===== src/rtl/pipelined_control_unit.sv =====
// Pipelined control unit: decodes the ID-stage opcode into a control bundle
// and carries it through the ID/EX, EX/MEM and MEM/WB registers. It detects
// load-use hazards (stall) and taken BEQ branches (flush), inserts bubbles,
// and keeps saturating stall/flush event counters.
// Optional feature macro: CTRL_JUMP_EN adds jal/jalr decode and ex_jump.
module pipelined_control_unit #(
  parameter int REG_ADDR_W = 5,
  parameter int CNT_W      = 16
) (
  input  logic                  clk,
  input  logic                  reset,
  input  logic                  id_valid,
  input  logic [6:0]            id_opcode,
  input  logic [REG_ADDR_W-1:0] id_rs1,
  input  logic [REG_ADDR_W-1:0] id_rs2,
  input  logic [REG_ADDR_W-1:0] id_rd,
  input  logic                  ex_zero,
  output logic                  stall,
  output logic                  flush,
  output logic                  id_illegal,
  output logic                  ex_alusrc,
  output logic                  ex_branch,
  output logic                  ex_memread,
  output logic                  ex_memwrite,
  output logic                  ex_memtoreg,
  output logic                  ex_regwrite,
  output logic [1:0]            ex_aluop,
  output logic [REG_ADDR_W-1:0] ex_rd,
`ifdef CTRL_JUMP_EN
  output logic                  ex_jump,
`endif
  output logic                  mem_memread,
  output logic                  mem_memwrite,
  output logic                  mem_memtoreg,
  output logic                  mem_regwrite,
  output logic [REG_ADDR_W-1:0] mem_rd,
  output logic                  wb_memtoreg,
  output logic                  wb_regwrite,
  output logic [REG_ADDR_W-1:0] wb_rd,
  output logic [CNT_W-1:0]      stall_cnt,
  output logic [CNT_W-1:0]      flush_cnt
);

  // ID/EX control packing: {alusrc, branch, memread, memwrite, memtoreg, regwrite, aluop[1:0]}
  logic [7:0]            dec_ctrl;
  logic                  dec_jump;
  logic                  dec_legal;
  logic                  rs1_used;
  logic                  rs2_used;
  logic [REG_ADDR_W-1:0] dec_rd;

  logic [7:0]            ex_ctrl_q, ex_ctrl_d;
  logic                  ex_jump_q, ex_jump_d;
  logic [REG_ADDR_W-1:0] ex_rd_q, ex_rd_d;
  // EX/MEM packing: {memread, memwrite, memtoreg, regwrite}
  logic [3:0]            mem_ctrl_q, mem_ctrl_d;
  logic [REG_ADDR_W-1:0] mem_rd_q, mem_rd_d;
  // MEM/WB packing: {memtoreg, regwrite}
  logic [1:0]            wb_ctrl_q, wb_ctrl_d;
  logic [REG_ADDR_W-1:0] wb_rd_q, wb_rd_d;
  logic [CNT_W-1:0]      stall_cnt_q, stall_cnt_d;
  logic [CNT_W-1:0]      flush_cnt_q, flush_cnt_d;

  // Main decoder; an invalid slot or unknown opcode decodes to an all-zero bubble.
  always_comb begin
    dec_ctrl  = 8'b0;
    dec_jump  = 1'b0;
    dec_legal = 1'b0;
    rs1_used  = 1'b0;
    rs2_used  = 1'b0;
    if (id_valid) begin
      case (id_opcode)
        7'b0000011: begin dec_ctrl = 8'b1010_1100; dec_legal = 1'b1; rs1_used = 1'b1; end
        7'b0100011: begin dec_ctrl = 8'b1001_0000; dec_legal = 1'b1; rs1_used = 1'b1; rs2_used = 1'b1; end
        7'b0110011: begin dec_ctrl = 8'b0000_0110; dec_legal = 1'b1; rs1_used = 1'b1; rs2_used = 1'b1; end
        7'b0010011: begin dec_ctrl = 8'b1000_0111; dec_legal = 1'b1; rs1_used = 1'b1; end
        7'b1100011: begin dec_ctrl = 8'b0100_0001; dec_legal = 1'b1; rs1_used = 1'b1; rs2_used = 1'b1; end
`ifdef CTRL_JUMP_EN
        7'b1101111: begin dec_ctrl = 8'b0000_0100; dec_jump = 1'b1; dec_legal = 1'b1; end
        7'b1100111: begin dec_ctrl = 8'b1000_0100; dec_jump = 1'b1; dec_legal = 1'b1; rs1_used = 1'b1; end
`endif
        default: ;
      endcase
    end
    dec_rd = dec_legal ? id_rd : '0;
  end

  assign id_illegal = id_valid & ~dec_legal;

  // Hazard detection: a taken branch (or jump) flushes and overrides the load-use stall.
  always_comb begin
    flush = ex_ctrl_q[6] & ex_zero;
`ifdef CTRL_JUMP_EN
    flush = flush | ex_jump_q;
`endif
    stall = ~flush & id_valid & ex_ctrl_q[5] & (ex_rd_q != '0) &
            ((rs1_used & (ex_rd_q == id_rs1)) | (rs2_used & (ex_rd_q == id_rs2)));
  end

  // Next-state for stage registers and saturating event counters.
  always_comb begin
    ex_ctrl_d   = dec_ctrl;
    ex_jump_d   = dec_jump;
    ex_rd_d     = dec_rd;
    if (stall | flush) begin
      ex_ctrl_d = 8'b0;
      ex_jump_d = 1'b0;
      ex_rd_d   = '0;
    end
    mem_ctrl_d  = ex_ctrl_q[5:2];
    mem_rd_d    = ex_rd_q;
    wb_ctrl_d   = mem_ctrl_q[1:0];
    wb_rd_d     = mem_rd_q;
    stall_cnt_d = stall_cnt_q;
    flush_cnt_d = flush_cnt_q;
    if (stall && stall_cnt_q != {CNT_W{1'b1}}) stall_cnt_d = stall_cnt_q + CNT_W'(1);
    if (flush && flush_cnt_q != {CNT_W{1'b1}}) flush_cnt_d = flush_cnt_q + CNT_W'(1);
  end

  // Pipeline and counter registers; reset discards every in-flight control.
  always_ff @(posedge clk) begin
    if (reset) begin
      ex_ctrl_q   <= 8'b0;
      ex_jump_q   <= 1'b0;
      ex_rd_q     <= '0;
      mem_ctrl_q  <= 4'b0;
      mem_rd_q    <= '0;
      wb_ctrl_q   <= 2'b0;
      wb_rd_q     <= '0;
      stall_cnt_q <= '0;
      flush_cnt_q <= '0;
    end else begin
      ex_ctrl_q   <= ex_ctrl_d;
      ex_jump_q   <= ex_jump_d;
      ex_rd_q     <= ex_rd_d;
      mem_ctrl_q  <= mem_ctrl_d;
      mem_rd_q    <= mem_rd_d;
      wb_ctrl_q   <= wb_ctrl_d;
      wb_rd_q     <= wb_rd_d;
      stall_cnt_q <= stall_cnt_d;
      flush_cnt_q <= flush_cnt_d;
    end
  end

  assign {ex_alusrc, ex_branch, ex_memread, ex_memwrite,
          ex_memtoreg, ex_regwrite, ex_aluop} = ex_ctrl_q;
  assign ex_rd = ex_rd_q;
`ifdef CTRL_JUMP_EN
  assign ex_jump = ex_jump_q;
`else
  logic unused_jump;
  assign unused_jump = ex_jump_q ^ ex_jump_d;
`endif
  assign {mem_memread, mem_memwrite, mem_memtoreg, mem_regwrite} = mem_ctrl_q;
  assign mem_rd = mem_rd_q;
  assign {wb_memtoreg, wb_regwrite} = wb_ctrl_q;
  assign wb_rd = wb_rd_q;
  assign stall_cnt = stall_cnt_q;
  assign flush_cnt = flush_cnt_q;

endmodule


===== config.mk =====
export PLATFORM = sky130hd
export DESIGN_NAME = pipelined_control_unit
export DESIGN_NICKNAME = d
export VERILOG_FILES = /design/src/rtl/pipelined_control_unit.sv
export SDC_FILE = /design/constraint.sdc
export NUM_CORES = 1
export LEC_CHECK = 0
export BUFFER_PORTS_ARGS = -buffer_cell sky130_fd_sc_hd__buf_2
export CORE_ASPECT_RATIO = 1.5
export CORE_MARGIN = 2
export CORE_UTILIZATION = 54
export CTS_CLUSTER_SIZE = 10
export DETAILED_ROUTE_END_ITERATION = 6
export MAX_ROUTING_LAYER = met4
export PLACE_DENSITY = 0.86
export SYNTH_ARGS = -nofsm -noshare
export SYNTH_HDL_FRONTEND = slang
export SYNTH_SLANG_ARGS = --single-unit

===== constraint.sdc =====
create_clock -name clk -period 5.2 [get_ports clk]
set_clock_uncertainty 0.2 [all_clocks]
set_input_delay 1.3 -clock clk [delete_from_list [all_inputs] [get_ports clk]]
set_output_delay 1.3 -clock clk [all_outputs]
set_load 0.005 [all_outputs]

======== After elaboration in Yosys (flattened, before gate mapping) ========
Cells that the tools add are included.
word-level totals
  register bits ........................... 61
  word-level logic and storage cells ...... 44
  bits of input ports ..................... 26
  output and inout port bits .............. 64
operators by class
  equal/unequal tests ..................... 9
  bitwise operators ....................... 13
  mux-type cells .......................... 5
  add/subtract/negate cells ............... 2
  reduce and logical (&&, ||, !) cells .... 7
operators with widths
  operator                                                         number
  8-bit one-hot mux with 5 select lines                            1
  16-bit by 1-bit adder with 16-bit output, second input constant  2
  16-bit inequality test, second input constant                    2
  7-bit by 6-bit == test with 1-bit output, second input constant  2
  5-bit == test                                                    2
  3-bit OR reduction                                               3
  1-bit bitwise AND                                                8
  7-bit by 2-bit == test with 1-bit output, second input constant  1
  7-bit by 5-bit == test with 1-bit output, second input constant  1
  7-bit == test, second input constant                             1
  5-bit nonzero test                                               1
  5-bit OR reduction                                               1
  1-bit two-way mux                                                4
  1-bit NOT                                                        3
  1-bit logical AND                                                2
  1-bit OR                                                         2

======== Depth between registers and ports, before layout ========
  depth in word-level cells ............... 9
  gate-level depth with buffers ........... 7

======== Least setup slack after synthesis ========
Ideal clock, no wire load.
  path kind ............................... input-to-output
  start point ............................. in id_opcode[6]
  end point ............................... out stall
  path slack .............................. 1.465 ns
  cell stages on the path ................. 6
  data arrival time ....................... 2.235 ns
  path through ............................ buf_2 nor2_1 nor3b_1 a22oi_2 buf_2 nor2_1
between the ends
  longest elaborated chain between the ends .. 7
  elaborated cells between the ends (all ways) .. 15
ends and longest elaborated chain
  item                                                                       line  text
  from (decl)                                                                13    input logic [6:0] id_opcode,
  7-bit == test (tied with other cells)                                      72    case (id_opcode)
  5-bit OR reduction (no source line) or 3-bit OR reduction (tied branches)  n/a
  1-bit two-way mux                                                          72
  1-bit two-way mux                                                          71    if (id_valid) begin
  1-bit bitwise AND                                                          97    ((rs1_used & (ex_rd_q == id_rs1)) | (rs2_used & (ex_rd_q == id_rs2)));
  1-bit OR *                                                                 97
  1-bit bitwise AND *                                                        96    stall = ~flush & id_valid & ex_ctrl_q[5] & (ex_rd_q != '0) &
  to (decl)                                                                  18    output logic stall,
Mark *: on every way between the ends. The rest lies on a longest branch, timed or not.

======== Worst setup path in the final report ========
  start point ............................. in id_rs2[4]
  end point ............................... out stall
between the ends
  longest elaborated chain between the ends .. 4
ends and longest elaborated chain
  item               line  text
  from (decl)        15    input logic [REG_ADDR_W-1:0] id_rs2,
  5-bit == test      97
  1-bit bitwise AND  97
  1-bit OR           97
  1-bit bitwise AND  96
Every way passes these cells.

==> flow_metrics.env <==
export IMPL_track_usage_pct=23.7
export IMPL_ios=90
export IMPL_dieArea_um2=5700
export IMPL_yosys_area_top_type="dfxtp_1"
export IMPL_cts_hold_buf=0
export IMPL_pwr_share_comb_pct=3.6
export IMPL_grt_pass1_wl_um=10500
export IMPL_switching_share_pct=20.4
export IMPL_drcViolationCount=0
export IMPL_grt_overflow_total=0
export IMPL_synth_fp_nets=324
export IMPL_switchingPower_w=0.000194
export IMPL_cp_cell_sequence="buf_2, xor2_1, nor4_2, a22oi_2, buf_4, nor2_1, buf_2"
export IMPL_row_count=31
export IMPL_ys_types=46
export IMPL_finalSetupTns_ps=0
export IMPL_portBuffers=89
export IMPL_hold_viol=0
export IMPL_postSynthAreaPerCell_um2=9.30
export IMPL_grt_util_met2_pct=43.0
export IMPL_grt_pass1_vias=2414
export IMPL_clkSinkCount=59
export IMPL_root_buffer="clkbuf_8"
export IMPL_antennaDiodeCount=0
export IMPL_fmax_mhz=255
export IMPL_grtUsageMet1_pct=23.6
export IMPL_clkLatencyLatePin_ps=330
export IMPL_power_internal_w=0.000761
export IMPL_critical_path_class="in2out"
export IMPL_dp_hpwl_um=4380
export IMPL_critPathSlowestCell="nor4_2"
export IMPL_htree_levels=3
export IMPL_worst_slew_margin_rel_pct=33.3
export IMPL_slew_violations=0
export IMPL_dr_pass1_iters=4
export IMPL_maxCapViolCount=0
export IMPL_initialDrtViolationCount=143
export IMPL_clk_pin_slew_worst_paths_ps=60
export IMPL_start_util_pct=56.3
export IMPL_yosysSeqAreaShare_pct=42.9
export IMPL_period_minus_slack_ps=3930
export IMPL_core_um2=4890
export IMPL_seqPwrFrac_pct=47.4
export IMPL_vias_per_cell=5.45
export IMPL_crit_family="buffers and inverters"
export IMPL_clkPwrFrac_pct=49.0
export IMPL_wirelength_um=6140
export IMPL_async_reset_ff_share_pct=0
export IMPL_power_w=0.000955
export IMPL_synth_edf_count=0
export IMPL_antenna_found_initial=0
export IMPL_p_per_area_nw_per_um2=278
export IMPL_outcome="finished, final reports clean"
export IMPL_arrival_ps=2430
export IMPL_hp_class="reg2reg"
export IMPL_leakagePower_nw=1.56
export IMPL_die_y_um=91.4
export IMPL_endpoint_kind="output pin"
export IMPL_cpPeakStageDelay_ps=290
export IMPL_critPathBufInv=3
export IMPL_peakVddDrop_v=0.000178
export IMPL_cts_setup_buffers=0
export IMPL_clock_path_buffers=2
export IMPL_rsz0062_at_grt="no"
export IMPL_cts_resized=0
export IMPL_ant_nets=0
export IMPL_holdWs_ps=264
export IMPL_yosys_top_cells_area="dfxtp_1 43%, nor2b_1 6.6%, nor2_1 4.6%"
export IMPL_setup_viol=0
export IMPL_grtUsageMet3_pct=3.72
export IMPL_syn_area_um2=2750
export IMPL_grt_max_degree=61
export IMPL_worst_pin_slew_ps=1000
export IMPL_synth_warnings=0
export IMPL_synth_seq_cells=59
export IMPL_setup_worst_path_start_class="primary input"
export IMPL_path_common_cell="buf_2"
export IMPL_chipWidth_um=62.3
export IMPL_utilization_pct=70.3
export IMPL_final_nets=410
export IMPL_finalWeightedCongestion=0.826
export IMPL_cts_tree="built"
export IMPL_drive_above_1_share_pct=32.0
export IMPL_syn_instance_count=296
export IMPL_num_vias=2468
export IMPL_n_fill_cell=398
export IMPL_critPathMaxFanout=25
export IMPL_crit_required_ps=3700
export IMPL_synth_top_cell_area_share_pct=42.9
export IMPL_synthFlopType="dfxtp_1"
export IMPL_areaGrowthSynthToFinish_pct=24.7
export IMPL_wire_per_inst_um=13.6
export IMPL_grt_busiest_layer="met2"
export IMPL_cts_buffers=9
export IMPL_fin_crit_sh_pct=75.5
kinds of logic (layout without fill, tap and decap cells):
| family | count (synthesis) | count (layout) | share of synthesized area (%) |
|---|---|---|---|
| buffers and inverters | 20 | 111 | 3.82 |
| adder cells (fa/ha/maj) | 2 | 2 | 0.909 |
| multiplexers | 13 | 13 | 5.27 |
| flip-flops | 59 | 59 | 42.9 |
| AND/OR/NAND/NOR | 151 | 151 | 32.2 |
| AO/OA/AOI/OAI | 30 | 30 | 8.23 |
| XOR/XNOR | 21 | 21 | 6.68 |
flip-flops by register name (all words and copies together), names as in the netlist:
signal and cells:
flush_cnt 16, stall_cnt 16, ex_ctrl_q 7, ex_rd 5, mem_rd 5, wb_rd 5
mem_ctrl_q 3, wb_ctrl_q 2
worst paths after layout:
path | from | endpoint | slack, ps | cells after the start
max reg2reg | ex_rd[4] | stall_cnt[6] | 2910 | 6
max | id_rs2[4] | stall | 1270 | 7
min | mem_rd[4] | wb_rd[4] | 260 | 1
min reg2reg | mem_rd[4] | wb_rd[4] | 260 | 1
power groups by stage:
| stage | registers, W | clock network, W | logic (W) |
|---|---|---|---|
| floorplan | 0.000463 | 0 | 0.0000192 |
| global placement | 0.000463 | 0 | 0.0000331 |
| detailed placement | 0.000463 | 0 | 0.0000344 |
| CTS | 0.000453 | 0.000476 | 0.0000347 |
| global route | 0.000453 | 0.000494 | 0.0000387 |
| finish | 0.000453 | 0.000468 | 0.0000343 |
metal layers:
metal / share of wire [%] / vias to the layer above
met3: 4.9 / 18
met1: 39 / 1162
met2: 53 / 69
met4: 3.3 / 0
li1: - / 1219
met5: 0 / -
synth_stat cells, drive strengths merged, types with 8 or more instances:
master,count
a21oi,13
xnor2,11
xor2,10
nor4,10
mux2,12
buf,8
nand4,10
nor2,34
nor2b,29
nand2,17
dfxtp,59
nand3,11
nor3,13
clkbuf,8
and3,9
through the flow:
step	setup WS, ps	cell area (µm²)	instances
finish	1270	3430	453
global route	1150	3430	453
CTS	1260	3430	453
detailed placement	1260	3210	437
global placement	1260	3210	437
floorplan	1460	2750	296
layout by cell type, fill, tap and decap left out, drive strengths merged, types with 2 or more instances in the layout:
cell,synthesis,routed
xnor2,11,11
nor4,10,10
nor3b,3,3
nor2,34,34
ha,2,2
buf,8,91
and3,9,9
nor3,13,13
o2111a,3,3
nor4b,2,2
mux2,12,12
or4,2,2
o21ai,2,2
and2,3,3
and4,4,4
clkbuf,8,12
nor2b,29,29
o31ai,2,2
xor2,10,10
a21oi,13,13
bufinv,0,2
nand3,11,11
nand4,10,10
a41o,2,2
dfxtp,59,59
or3,2,2
inv,4,4
nand2,17,17
area by class of cell:
cell class                      count  area (µm²)  area share (%)
Multi-Input combinational cell    217        1470            42.7
Clock inverter                      4        72.6            2.11
Sequential cell                    59        1180            34.4
Clock buffer                       12         155            4.52
Inverter                            4        15.0           0.437
Tap cell                           66        82.6            2.41
Timing Repair Buffer               91         460            13.4
No activity file was read; power rests on OpenSTA's default activity.
